$ cat config.mk
export PLATFORM = sky130hd
export DESIGN_NAME = ex_alu_multicycle
export DESIGN_NICKNAME = d
export VERILOG_FILES = /design/src/rtl/alu_pkg.sv /design/src/rtl/ex_seq_multiplier.sv /design/src/rtl/ex_alu_multicycle.sv
export SDC_FILE = /design/constraint.sdc
export NUM_CORES = 1
export LEC_CHECK = 0
export CORE_ASPECT_RATIO = 0.5
export CORE_MARGIN = 4
export CORE_UTILIZATION = 65
export DETAILED_ROUTE_END_ITERATION = 8
export DONT_BUFFER_PORTS = 1
export HOLD_SLACK_MARGIN = 0.03
export PLACE_DENSITY = 0.83
export SYNTH_ARGS = -nofsm -noshare
export SYNTH_HDL_FRONTEND = slang
export SYNTH_HIERARCHICAL = 1
export SYNTH_SLANG_ARGS = --single-unit
export TNS_END_PERCENT = 50
$ cat constraint.sdc
create_clock -name Clk -period 11.94 [get_ports Clk]
set_input_delay 1.791 -clock Clk [delete_from_list [all_inputs] [get_ports Clk]]
set_output_delay 1.791 -clock Clk [all_outputs]
set_load 0.005 [all_outputs]
$ cat src/rtl/alu_pkg.sv
`default_nettype none
// ============================================================================
// Module   : alu_pkg
// Brief    : Shared ALU select codes and multiplier FSM state encoding used by
//            the EX ALU control decoder and the EX-stage ALU.
// Revision : 1.0 - initial release
// ============================================================================
package alu_pkg;

  // ALU select codes produced by the ALU control decoder
  localparam logic [3:0] ALU_AND = 4'b0000;
  localparam logic [3:0] ALU_OR  = 4'b0001;
  localparam logic [3:0] ALU_ADD = 4'b0010;
  localparam logic [3:0] ALU_X   = 4'b0011;
  localparam logic [3:0] ALU_SUB = 4'b0110;
  localparam logic [3:0] ALU_SLT = 4'b0111;
  localparam logic [3:0] ALU_MUL = 4'b1111;

  // Iterative multiplier sequencing states
  typedef enum logic [1:0] {
    IDLE = 2'b00,
    BUSY = 2'b01,
    DONE = 2'b10
  } mul_state_e;

endpackage
`default_nettype wire

$ cat src/rtl/ex_seq_multiplier.sv
`default_nettype none
// ============================================================================
// Module   : ex_seq_multiplier
// Brief    : Iterative shift-add multiplier producing the low DATA_WIDTH bits
//            of A*B. One multiplier bit is consumed per cycle; operands are
//            captured at launch. Flush aborts an in-flight product.
//            CNT_WIDTH must satisfy 2**CNT_WIDTH == DATA_WIDTH.
// Revision : 1.0 - initial release
// ============================================================================
module ex_seq_multiplier
  import alu_pkg::*;
#(
  parameter int DATA_WIDTH = 32,
  parameter int CNT_WIDTH  = 5
) (
  input  logic                  Clk,
  input  logic                  Reset_n,
  input  logic                  Start,
  input  logic                  Flush,
  input  logic [DATA_WIDTH-1:0] A,
  input  logic [DATA_WIDTH-1:0] B,
  output logic                  Busy,
  output logic                  Done,
  output logic [DATA_WIDTH-1:0] Product
);

  // Counter value of the final iteration
  localparam logic [CNT_WIDTH-1:0] LAST_CNT = CNT_WIDTH'(DATA_WIDTH - 1);

  mul_state_e            state_q, state_d;
  logic [CNT_WIDTH-1:0]  cnt_q, cnt_d;
  logic [DATA_WIDTH-1:0] mcand_q, mcand_d;
  logic [DATA_WIDTH-1:0] mplier_q, mplier_d;
  logic [DATA_WIDTH-1:0] acc_q, acc_d;

  // State and datapath registers, cleared asynchronously on reset
  always_ff @(posedge Clk or negedge Reset_n) begin
    if (!Reset_n) begin
      state_q  <= IDLE;
      cnt_q    <= '0;
      mcand_q  <= '0;
      mplier_q <= '0;
      acc_q    <= '0;
    end else begin
      state_q  <= state_d;
      cnt_q    <= cnt_d;
      mcand_q  <= mcand_d;
      mplier_q <= mplier_d;
      acc_q    <= acc_d;
    end
  end

  // Next-state and shift-add iteration; Flush overrides launch and iteration
  always_comb begin
    state_d  = state_q;
    cnt_d    = cnt_q;
    mcand_d  = mcand_q;
    mplier_d = mplier_q;
    acc_d    = acc_q;
    case (state_q)
      IDLE: begin
        if (Start && !Flush) begin
          state_d  = BUSY;
          mcand_d  = A;
          mplier_d = B;
          acc_d    = '0;
          cnt_d    = '0;
        end
      end
      BUSY: begin
        if (Flush) begin
          state_d = IDLE;
        end else begin
          if (mplier_q[0]) begin
            acc_d = acc_q + mcand_q;
          end
          mcand_d  = mcand_q << 1;
          mplier_d = mplier_q >> 1;
          cnt_d    = cnt_q + CNT_WIDTH'(1);
          if (cnt_q == LAST_CNT) begin
            state_d = DONE;
          end
        end
      end
      // Always return to IDLE so the same instruction cannot relaunch
      DONE: begin
        state_d = IDLE;
      end
      default: begin
        state_d = IDLE;
      end
    endcase
  end

  // Status outputs decoded from the current state
  always_comb begin
    Busy    = (state_q == BUSY);
    Done    = (state_q == DONE);
    Product = acc_q;
  end

endmodule
`default_nettype wire

$ cat src/rtl/ex_alu_multicycle.sv
`default_nettype none
// ============================================================================
// Module   : ex_alu_multicycle
// Brief    : EX-stage ALU. add/sub/and/or/slt are single-cycle combinational;
//            mul runs on an iterative multiplier and holds the pipeline via
//            Stall_EX until the product is presented in the DONE cycle.
// Revision : 1.0 - initial release
// ============================================================================
module ex_alu_multicycle
  import alu_pkg::*;
#(
  parameter int DATA_WIDTH = 32,
  parameter int CNT_WIDTH  = 5
) (
  input  logic                  Clk,
  input  logic                  Reset_n,
  input  logic [3:0]            ALU_Control_EX,
  input  logic [DATA_WIDTH-1:0] Operand_A_EX,
  input  logic [DATA_WIDTH-1:0] Operand_B_EX,
  input  logic                  Flush_EX,
  output logic [DATA_WIDTH-1:0] ALU_Result_EX,
  output logic                  Zero_EX,
  output logic                  Stall_EX
);

  logic                  is_mul;
  logic                  mul_busy;
  logic                  mul_done;
  logic                  mul_idle;
  logic [DATA_WIDTH-1:0] mul_product;
  logic [DATA_WIDTH-1:0] op_result;

  assign is_mul = (ALU_Control_EX == ALU_MUL);

  ex_seq_multiplier #(
    .DATA_WIDTH (DATA_WIDTH),
    .CNT_WIDTH  (CNT_WIDTH)
  ) u_mul (
    .Clk     (Clk),
    .Reset_n (Reset_n),
    .Start   (is_mul),
    .Flush   (Flush_EX),
    .A       (Operand_A_EX),
    .B       (Operand_B_EX),
    .Busy    (mul_busy),
    .Done    (mul_done),
    .Product (mul_product)
  );

  // Single-cycle operation mux; undefined selects produce zero
  always_comb begin
    op_result = '0;
    case (ALU_Control_EX)
      ALU_ADD: op_result = Operand_A_EX + Operand_B_EX;
      ALU_SUB: op_result = Operand_A_EX - Operand_B_EX;
      ALU_AND: op_result = Operand_A_EX & Operand_B_EX;
      ALU_OR:  op_result = Operand_A_EX | Operand_B_EX;
      ALU_SLT: op_result = {{(DATA_WIDTH-1){1'b0}},
                            ($signed(Operand_A_EX) < $signed(Operand_B_EX))};
      default: op_result = '0;
    endcase
  end

  // Stall covers the issue cycle and every BUSY cycle; reset and flush drop it
  // immediately so the hazard unit never sees a stale hold request
  always_comb begin
    mul_idle = !mul_busy && !mul_done;
    Stall_EX = Reset_n && !Flush_EX && (mul_busy || (mul_idle && is_mul));
  end

  // Result select: a mul only shows its product in the DONE cycle
  always_comb begin
    ALU_Result_EX = op_result;
    if (is_mul) begin
      ALU_Result_EX = mul_done ? mul_product : '0;
    end
    Zero_EX = (ALU_Result_EX == '0);
  end

endmodule
`default_nettype wire
==> flow_metrics.env <==
export IMPL_rows=34
export IMPL_dp_hpwl_um=33300
export IMPL_die_y_um=103
export IMPL_p_sw_mw=0.677
export IMPL_start_kind="input port"
export IMPL_synth_edff_count=0
export IMPL_r2r_start="u_mul/mcand_q[0]"
export IMPL_port_buffers=0
export IMPL_reg2reg_to="u_mul/Product[30]"
export IMPL_fin_crit_sh_pct=69.3
export IMPL_via_per_inst=7.16
export IMPL_die_area_mm2=0.0204
export IMPL_hp_class="register to register"
export IMPL_cts_max_path_buffers=2
export IMPL_die_x_um=198
export IMPL_syn2layout_area_growth_pct=3.52
export IMPL_fin_skew_ns=0.0162
export IMPL_async_flop_share_pct=100
export IMPL_insertedDiodeCount=0
export IMPL_top_layer="met4"
export IMPL_vias=12200
export IMPL_wl_met1_um=18500
export IMPL_initial_core_util_pct=66.9
export IMPL_netlist_area_mm2=0.0117
export IMPL_core_mm2=0.0175
export IMPL_clkSinkCount=103
export IMPL_finalWorstSetupSlack_ns=3.67
export IMPL_rsz0062_at_grt="false"
export IMPL_grt_max_degree=105
export IMPL_path_clk_slew_ns=0.09
export IMPL_post_route_min_period_ns=8.27
export IMPL_yosysSeqAreaShare_pct=22.0
export IMPL_drcViolationCount=0
export IMPL_maxSlewViolCount=0
export IMPL_p_leak_nw=5.50
export IMPL_wl_per_cell_um=25.6
export IMPL_p_sw_share_pct=44.8
export IMPL_routed_wl_um=43500
export IMPL_synth_nets=1737
export IMPL_clk_latency_ns=0.37
export IMPL_tightest_slew_ns=1.46
export IMPL_crit_path_max_fanout=5
export IMPL_power_internal_mw=0.833
export IMPL_cts_made_buffers=9
export IMPL_critPathCapture="Zero_EX"
export IMPL_overflow=0
export IMPL_place_ws_ns=3.98
export IMPL_layout_drive_gt1_share_pct=4.57
export IMPL_required_ns=10.15
export IMPL_syn_avg_cell_area_um2=7.72
export IMPL_comb_power_share_pct=43.2
export IMPL_ios=105
export IMPL_reg2reg_depth=13
export IMPL_ys_warn_count=6
export IMPL_worst_setup_path_type="input port to output pin"
export IMPL_finalHoldViolations=0
export IMPL_wl_met3_um=6460
export IMPL_postCtsResizedCells=0
export IMPL_root_buffer="clkbuf_16"
export IMPL_syn_inst=1519
export IMPL_place_gp_congestion=1.02
export IMPL_hp_start="u_mul/mplier_q[24]"
export IMPL_dr_wl_met2_um=17200
export IMPL_hold_buffers=0
export IMPL_grt_pass1_wl_um=66000
export IMPL_dr_pass1_iters=6
export IMPL_r2r_slack_ns=8.25
export IMPL_synthDistinctLibCells=91
export IMPL_p_clk_share_pct=21.3
export IMPL_setup_viol=0
export IMPL_grt_pass1_vias=11400
export IMPL_cts_tree="done"
export IMPL_ant_nets=0
export IMPL_setup_tns_final_ns=0
export IMPL_status="completed"
export IMPL_synthFlopType="dfrtp_1"
export IMPL_slew_headroom_pct=2.39
export IMPL_seqPwrFrac_pct=35.6
export IMPL_post_cts_buffers=0
export IMPL_arrival_ns=6.48
export IMPL_startpoint="Operand_A_EX[0]"
export IMPL_drt_iter0_drc=1652
export IMPL_antenna_found_initial=0
export IMPL_nNetsFinal=1680
export IMPL_max_freq_mhz=121
export IMPL_ctsHtreeMaxLevel=3
export IMPL_power_density_mw_per_mm2=124
export IMPL_irDropWorstVdd_v=0.000107
export IMPL_ys_ff_latch=103
export IMPL_endpoint_kind="output pin"
export IMPL_max_cap_violations=0
export IMPL_grtUsageTotal_pct=42.0
-- layer usage --
metal,up-vias,GRT usage [%]
li1,5372,-
met1,5745,61.2
met2,908,60.0
met3,154,13.2
met4,0,11.4
met5,-,0
-- power by group through the flow --
stage	combinational [mW]	clock [mW]	sequential [mW]
after detailed placement	0.619	0	0.537
after global placement	0.592	0	0.531
after CTS	0.623	0.324	0.530
final	0.652	0.321	0.537
after floorplan	0.479	0	0.492
after global routing	0.706	0.339	0.542
-- kinds of logic after synthesis --
group           after synthesis  share of synthesized area (%)
flops                       103                           22.0
fa+ha+maj                   147                           15.9
mux                          72                           6.17
compound gates              516                           28.7
simple gates                452                           18.0
buf+inv                     187                           6.09
xor+xnor                     42                           3.14
-- worst max-delay path, stage by stage --
cell and delay (ns):
ha_1 0.22, fa_1 0.42, a211o_1 0.36, a32o_1 0.30, a211oi_1 0.62, o21ai_0 0.36, a211oi_1 0.62, a221oi_1 0.18
a2111oi_1 1.08, or3_1 0.25, nor4_1 0.06, nand4b_1 0.12, nor4_2 0.07
-- synth_stat cells (all sizes together), types with 14 or more instances --
library cell | n | area, um^2
o31ai | 14 | 105
a21oi | 123 | 616
clkbuf | 68 | 255
mux2i | 70 | 701
nand3 | 28 | 140
nand2 | 174 | 653
and3 | 15 | 98.8
o21ai | 161 | 810
xnor2 | 28 | 245
a211oi | 30 | 230
o21a | 18 | 136
a21o | 26 | 196
inv | 105 | 394
xor2 | 14 | 123
nor2 | 119 | 447
nor3 | 18 | 101
nor2b | 18 | 113
nor4 | 16 | 106
dfrtp | 103 | 2580
ha | 144 | 1800
-- stage by stage --
stage,area [um^2],total power [mW],cells,utilization (%),hold WS (ns)
after floorplan,11700,0.972,1519,-,0.450
after global placement,11800,1.12,1685,67.4,0.462
after detailed placement,11800,1.16,1685,67.4,0.472
after CTS,12100,1.48,1701,69.3,0.492
after global routing,12100,1.59,1701,69.3,0.513
final,12100,1.51,1701,69.3,0.486
-- registers in the layout, summed over array words and instances (netlist names) --
signal	flops
u_mul/cnt_q	5
u_mul/Product	32
u_mul/mcand_q	32
u_mul/state_q	2
u_mul/mplier_q	32
-- worst min-delay path by stage --
stage	slack [ns]	cells after the start	end
3_5_place_dp	0.47	2	u_mul/mplier_q[24]
3_3_place_gp	0.46	2	u_mul/mplier_q[17]
4_1_cts	0.49	2	u_mul/mplier_q[24]
2_1_floorplan	0.45	2	u_mul/mplier_q[10]
6_report	0.49	2	u_mul/mplier_q[24]
5_1_grt	0.51	2	u_mul/mplier_q[25]
-- layout make-up --
cell class	instances	area, um^2
Multi-Input combinational cell	1229	8450
Fill cell	1357	5390
Sequential cell	103	2580
Inverter	107	403
Tap cell	234	293
Clock buffer	9	225
Clock inverter	7	98.8
Timing Repair Buffer	12	90.1
-- cell usage in the layout, fill, tap and decap left out, drive strengths merged, types with 14 or more instances in the layout --
cell,n
xnor2,28
o21ai,161
xor2,14
mux2i,70
a21oi,123
a21o,26
nor4,16
inv,106
o31ai,14
a211oi,30
ha,144
and3,15
nand2,174
nor2,119
nand3,28
o21a,18
nor3,18
nor2b,18
dfrtp,103
Note: power is estimated with default switching activity, not from simulation.
